`config.mk`:
```
export PLATFORM = sky130hd
export DESIGN_NAME = mixer_n
export DESIGN_NICKNAME = d
export VERILOG_FILES = /design/src/rtl/mixer_n.sv
export SDC_FILE = /design/constraint.sdc
export NUM_CORES = 1
export LEC_CHECK = 0
export ABC_CLOCK_PERIOD_IN_PS = 10000
export CORE_ASPECT_RATIO = 1.25
export CORE_MARGIN = 2
export CORE_UTILIZATION = 30
export DETAILED_ROUTE_END_ITERATION = 10
export PLACE_DENSITY = 0.49
export SYNTH_ARGS = -nofsm -noshare
export SYNTH_HDL_FRONTEND = slang
export SYNTH_SLANG_ARGS = --single-unit
export TNS_END_PERCENT = 100
```
`constraint.sdc`:
```
create_clock -name i_clock -period 10 [get_ports i_clock]
set_input_delay 3 -clock i_clock [delete_from_list [all_inputs] [get_ports i_clock]]
set_output_delay 3 -clock i_clock [all_outputs]
set_load 0.01 [all_outputs]
```
`src/rtl/mixer_n.sv`:
```
// N-channel sample mixer: per-channel latches, shift attenuation with a mute code,
// sequential one-channel-per-clock summation. Optional clamp via MIXER_N_SATURATE_EN.
module mixer_n #(
    parameter int NUM_CH   = 4,
    parameter int SAMPLE_W = 8,
    parameter int LEVEL_W  = 3,
    parameter int OUT_W    = 10
) (
    input  logic                        i_clock,
    input  logic                        i_reset_n,
    input  logic [SAMPLE_W-1:0]         i_sample,
    input  logic                        i_load,
    input  logic [$clog2(NUM_CH)-1:0]   i_load_ch,
    input  logic [NUM_CH*LEVEL_W-1:0]   i_levels,
    input  logic                        i_execute,
    output logic                        o_busy,
    output logic                        o_valid,
    output logic [OUT_W-1:0]            o_output
);

    localparam int CH_W  = $clog2(NUM_CH);
    localparam int ACC_W = SAMPLE_W + CH_W;
    localparam int SLOTS = 1 << CH_W;
    localparam logic [LEVEL_W-1:0] MUTE = '1;

    typedef enum logic {IDLE, ACCUM} state_t;

    state_t state_q, state_d;
    logic [ACC_W-1:0]    acc_q, acc_d;
    logic [CH_W-1:0]     ch_q, ch_d;
    logic                busy_q, busy_d;
    logic                valid_q, valid_d;
    logic [OUT_W-1:0]    out_q, out_d;
    logic                capture;

    // Storage is padded to a power of two so the channel counter can index it directly.
    logic [SAMPLE_W-1:0] latch_q [SLOTS];
    logic [SAMPLE_W-1:0] snap_q  [SLOTS];
    logic [LEVEL_W-1:0]  lvl_q   [SLOTS];
    logic [SLOTS*LEVEL_W-1:0] levels_pad;

    logic [LEVEL_W-1:0]  cur_lvl;
    logic [SAMPLE_W-1:0] cur_term;
    logic [ACC_W-1:0]    sum;
    logic [OUT_W-1:0]    fin;

    assign levels_pad = (SLOTS*LEVEL_W)'(i_levels);

    always_ff @(posedge i_clock or negedge i_reset_n) begin
        if (!i_reset_n) begin
            for (int k = 0; k < SLOTS; k++) latch_q[k] <= '0;
        end else if (i_load && (int'(i_load_ch) < NUM_CH)) begin
            latch_q[i_load_ch] <= i_sample;
        end
    end

    always_ff @(posedge i_clock or negedge i_reset_n) begin
        if (!i_reset_n) begin
            for (int k = 0; k < SLOTS; k++) begin
                snap_q[k] <= '0;
                lvl_q[k]  <= '0;
            end
        end else if (capture) begin
            for (int k = 0; k < SLOTS; k++) begin
                snap_q[k] <= latch_q[k];
                lvl_q[k]  <= levels_pad[k*LEVEL_W +: LEVEL_W];
            end
        end
    end

    assign cur_lvl  = lvl_q[ch_q];
    assign cur_term = (cur_lvl == MUTE) ? '0 : (snap_q[ch_q] >> cur_lvl);
    assign sum      = acc_q + ACC_W'(cur_term);

`ifdef MIXER_N_SATURATE_EN
    localparam logic [ACC_W-1:0] OUT_MAX = ACC_W'({OUT_W{1'b1}});
    assign fin = (sum > OUT_MAX) ? '1 : sum[OUT_W-1:0];
`else
    assign fin = sum[OUT_W-1:0];
`endif

    always_comb begin
        state_d = state_q;
        acc_d   = acc_q;
        ch_d    = ch_q;
        busy_d  = busy_q;
        valid_d = 1'b0;
        out_d   = out_q;
        capture = 1'b0;
        case (state_q)
            IDLE: begin
                if (i_execute) begin
                    capture = 1'b1;
                    acc_d   = '0;
                    ch_d    = '0;
                    busy_d  = 1'b1;
                    state_d = ACCUM;
                end
            end
            ACCUM: begin
                acc_d = sum;
                ch_d  = ch_q + 1'b1;
                if (int'(ch_q) == NUM_CH - 1) begin
                    out_d   = fin;
                    valid_d = 1'b1;
                    busy_d  = 1'b0;
                    state_d = IDLE;
                end
            end
            default: state_d = IDLE;
        endcase
    end

    always_ff @(posedge i_clock or negedge i_reset_n) begin
        if (!i_reset_n) begin
            state_q <= IDLE;
            acc_q   <= '0;
            ch_q    <= '0;
            busy_q  <= 1'b0;
            valid_q <= 1'b0;
            out_q   <= '0;
        end else begin
            state_q <= state_d;
            acc_q   <= acc_d;
            ch_q    <= ch_d;
            busy_q  <= busy_d;
            valid_q <= valid_d;
            out_q   <= out_d;
        end
    end

    assign o_busy   = busy_q;
    assign o_valid  = valid_q;
    assign o_output = out_q;

endmodule

```
==> out/results.md <==
Placement
* number of I/O port buffers: 37
* final weighted congestion in routability-driven placement: 0.745
* total half-perimeter wirelength after legalization and detailed placement: 6.42 mm
* dpl ws: 5.20 ns
* DP Cell Count: 568

Logic synthesis
* list of most frequent post-synthesis cells: 101 x sky130_fd_sc_hd__dfrtp_1, 86 x sky130_fd_sc_hd__mux2_2, 13 x sky130_fd_sc_hd__o21ai_0
* instance count of the mapped netlist: 329
* most repeated cell in the gate-level netlist after synthesis: sky130_fd_sc_hd__dfrtp_1
* part of the Yosys area used for sequential elements: 0.541
* leading register cell type out of synthesis: sky130_fd_sc_hd__dfrtp_1
* Synth Net Count: 365
* average size of a mapped cell: 14.2 sq um
* Synth Cell Area: 4670 sq um
* number of different library cells in the post-synthesis netlist: 46
* share of synthesized registers carrying an async set or reset: 1.00
* number of warnings issued by yosys: 0
* cell types with the largest area share after synthesis: sky130_fd_sc_hd__dfrtp_1 54%, sky130_fd_sc_hd__mux2_2 21%, sky130_fd_sc_hd__mux4_2 4.3%
* EDFF count, synth: 0
* largest area contributor in the netlist: sky130_fd_sc_hd__dfrtp_1
* number of register bits inferred by synthesis: 101
* post-synth top area share: 0.541

STA
* Sum Neg Setup Slack: 0 ns
* worst-margin pin slew: 0.856 ns
* worst-case clock skew: 0.00444 ns
* headroom to the max-slew limit: 0.429
* ratio of final minimum period to clock period: 0.444
* maximum operating frequency: 0.225 GHz
* post-layout min period: 4.44 ns
* final hold viol count: 0
* final count of negative-setup-slack endpoints: 0
* unrepaired setup endpoints after global routing: no
* minimum setup slack in the final design: 5.56 ns
* Final Hold Slack: 0.481 ns
* Final Max Slew Viols: 0

Critical path
* required time of the critical path: 10.24 ns
* crit start category: primary input
* largest fanout of any net on the critical path: 45
* CP arrival: 4.68 ns
* Crit Path Category: in -> reg
* sort of element at the end of the critical path: register

Layout
* number of filler instances in the final layout: 1563
* synthesis-to-finish area growth: 18.8%
* share of final-layout standard cells stronger than drive strength 1: 0.331
* number of nets at the end of the flow: 403
* number of standard cells in the final layout excluding fillers: 584
* Finished Core Util: 0.359
* footprint of the multi-input gates: 2070 sq um
* final antenna diode count: 0
* sequential standard cell area: 2530 sq um

Clock network
* CTS H-Tree Depth: 3
* clock tree from TritonCTS: built
* clock edge transition at the registers on the reported setup and hold paths: 0.07 ns
* sinks on the clock net: 101
* Bufs on Longest Clock Path: 2
* number of buffers added to fix hold violations after cts: 0
* clk root buf: sky130_fd_sc_hd__clkbuf_16
* number of buffers created by CTS: 9
* CTS-repair resized insts: 0
* clock insertion delay at the later pin of the skew report: 0.35 ns
* setup repair bufs after CTS: 0

Global routing
* total congestion overflow after global routing: 0
* global-route wire length before repair: 15.7 mm
* via count of the first global-routing pass: 2857
* number of antenna violations at the first check in global routing: 0
* aggregate global-route resource usage: 0.126
* largest net degree at the start of global routing: 53

Power
* switching share of power: 0.357
* sequential share of power: 0.337
* ratio of total power to cell area: 373 nW/um^2
* highest ir drop seen on vdd: 0.103 mV
* portion of total power attributed to combinational logic: 0.495
* internal cell power: 1.33 mW
* LEAKAGE: 2.32 nW
* share of total power in the clock network: 0.167
* P_sw: 0.739 mW

Detailed routing
* DRC violation count after routing: 0
* Routed Wire Length: 9.38 mm
* number of vias per cell: 4.73
* Vias: 2760
* number of DRC markers in iteration 0: 133
* Detail Route Antenna Nets: 0
* DR pass1 iterations: 4
* average wire per cell in the routed design: 16.1 um

Die
* chip height: 144 um
* floorplan die width: 116 um
* CORE AREA: 15400 sq um
* Starting Density: 0.303
* DIE AREA: 16600 sq um
* total I/O pin count: 38
* row count: 51

Hold path
* path class of the lowest-slack min-delay path: reg -> reg

Job
* maximum capacitance violations: 0

Outcome
* run status: completed

per-stage QoR:
stage          power, mW  area, sq um
4_1_cts             2.11         5550
5_1_grt             2.25         5550
3_3_place_gp        1.73         5260
6_report            2.07         5550
3_5_place_dp        1.75         5260
2_1_floorplan       1.50         4670
layer usage:
layer,GRT usage,vias to the layer above,routed length [um],part of all wire
li1,-,1291,-,-
met1,0.155,1424,4140,0.44
met2,0.210,36,4810,0.51
met3,0.0308,9,268,0.029
met4,0.0508,0,162,0.017
met5,0,-,0,0
placed cells by master, fill, tap and decap left out, types with 3 or more instances in the layout:
master | Yosys | final
sky130_fd_sc_hd__nor2_1 | 10 | 10
sky130_fd_sc_hd__buf_4 | 0 | 3
sky130_fd_sc_hd__nand3b_1 | 3 | 3
sky130_fd_sc_hd__mux2i_1 | 7 | 7
sky130_fd_sc_hd__a21oi_1 | 6 | 6
sky130_fd_sc_hd__nand3_1 | 3 | 3
sky130_fd_sc_hd__clkdlybuf4s50_1 | 0 | 36
sky130_fd_sc_hd__xnor2_1 | 5 | 5
sky130_fd_sc_hd__a21o_1 | 3 | 3
sky130_fd_sc_hd__clkinv_2 | 0 | 3
sky130_fd_sc_hd__ha_1 | 9 | 9
sky130_fd_sc_hd__mux2_2 | 86 | 86
sky130_fd_sc_hd__nand2_1 | 12 | 12
sky130_fd_sc_hd__clkbuf_16 | 0 | 9
sky130_fd_sc_hd__mux4_2 | 9 | 9
sky130_fd_sc_hd__nor2b_1 | 4 | 3
sky130_fd_sc_hd__dfrtp_1 | 101 | 101
sky130_fd_sc_hd__and2_1 | 3 | 3
sky130_fd_sc_hd__a22o_1 | 6 | 6
sky130_fd_sc_hd__nand2b_1 | 4 | 4
sky130_fd_sc_hd__o21ai_0 | 13 | 13
flip-flops by register name (all words and copies together), names as in the netlist:
signal / cells
o_output: 10
o_valid: 1
state_q: 1
acc_q: 10
snap_q: 32
ch_q: 2
latch_q: 32
o_busy: 1
lvl_q: 12
cells by family after synthesis:
family | after synthesis | share of synthesized area
fa+ha+maj | 10 | 0.0284
buf+inv | 15 | 0.0169
compound gates | 42 | 0.0613
xor+xnor | 5 | 0.00937
flops | 101 | 0.541
mux | 106 | 0.283
simple gates | 50 | 0.0597
final timing paths:
check	slack, ns	startpoint	cells past startpoint	endpoint
setup reg to reg	5.98	ch_q[0]$_DFFE_PN0P_	12	acc_q[6]$_DFFE_PN0P_
max in group asynchronous	6.21	i_reset_n	2	lvl_q[7]$_DFFE_PN0P_
hold / removal	0.48	o_output[2]$_DFFE_PN0P_	2	o_output[2]$_DFFE_PN0P_
min in group asynchronous	2.66	i_reset_n	1	o_output[8]$_DFFE_PN0P_
setup / recovery	5.56	i_execute	4	snap_q[22]$_DFFE_PN0P_
hold reg to reg	0.48	o_output[2]$_DFFE_PN0P_	2	o_output[2]$_DFFE_PN0P_
worst max-delay path: stages:
cell and delay (ns):
sky130_fd_sc_hd__clkdlybuf4s50_1 0.56, sky130_fd_sc_hd__nor2b_4 0.17, sky130_fd_sc_hd__buf_4 0.51, sky130_fd_sc_hd__mux2_2 0.41
layout make-up:
| class | instances | share of cell area |
|---|---|---|
| sequential | 101 | 0.455 |
| clock inverter | 6 | 0.0110 |
| tap | 212 | 0.0478 |
| inverter | 3 | 0.00203 |
| multi-input combinational | 213 | 0.374 |
| timing repair buffer | 39 | 0.0690 |
| clock buffer | 10 | 0.0413 |
power groups by stage:
stage	sequential [mW]	clock, mW	combinational, mW
2_1_floorplan	0.656	0	0.840
3_3_place_gp	0.707	0	1.02
3_5_place_dp	0.711	0	1.04
4_1_cts	0.704	0.360	1.04
5_1_grt	0.724	0.374	1.15
6_report	0.698	0.346	1.03
No activity file was read; power rests on OpenSTA's default activity.
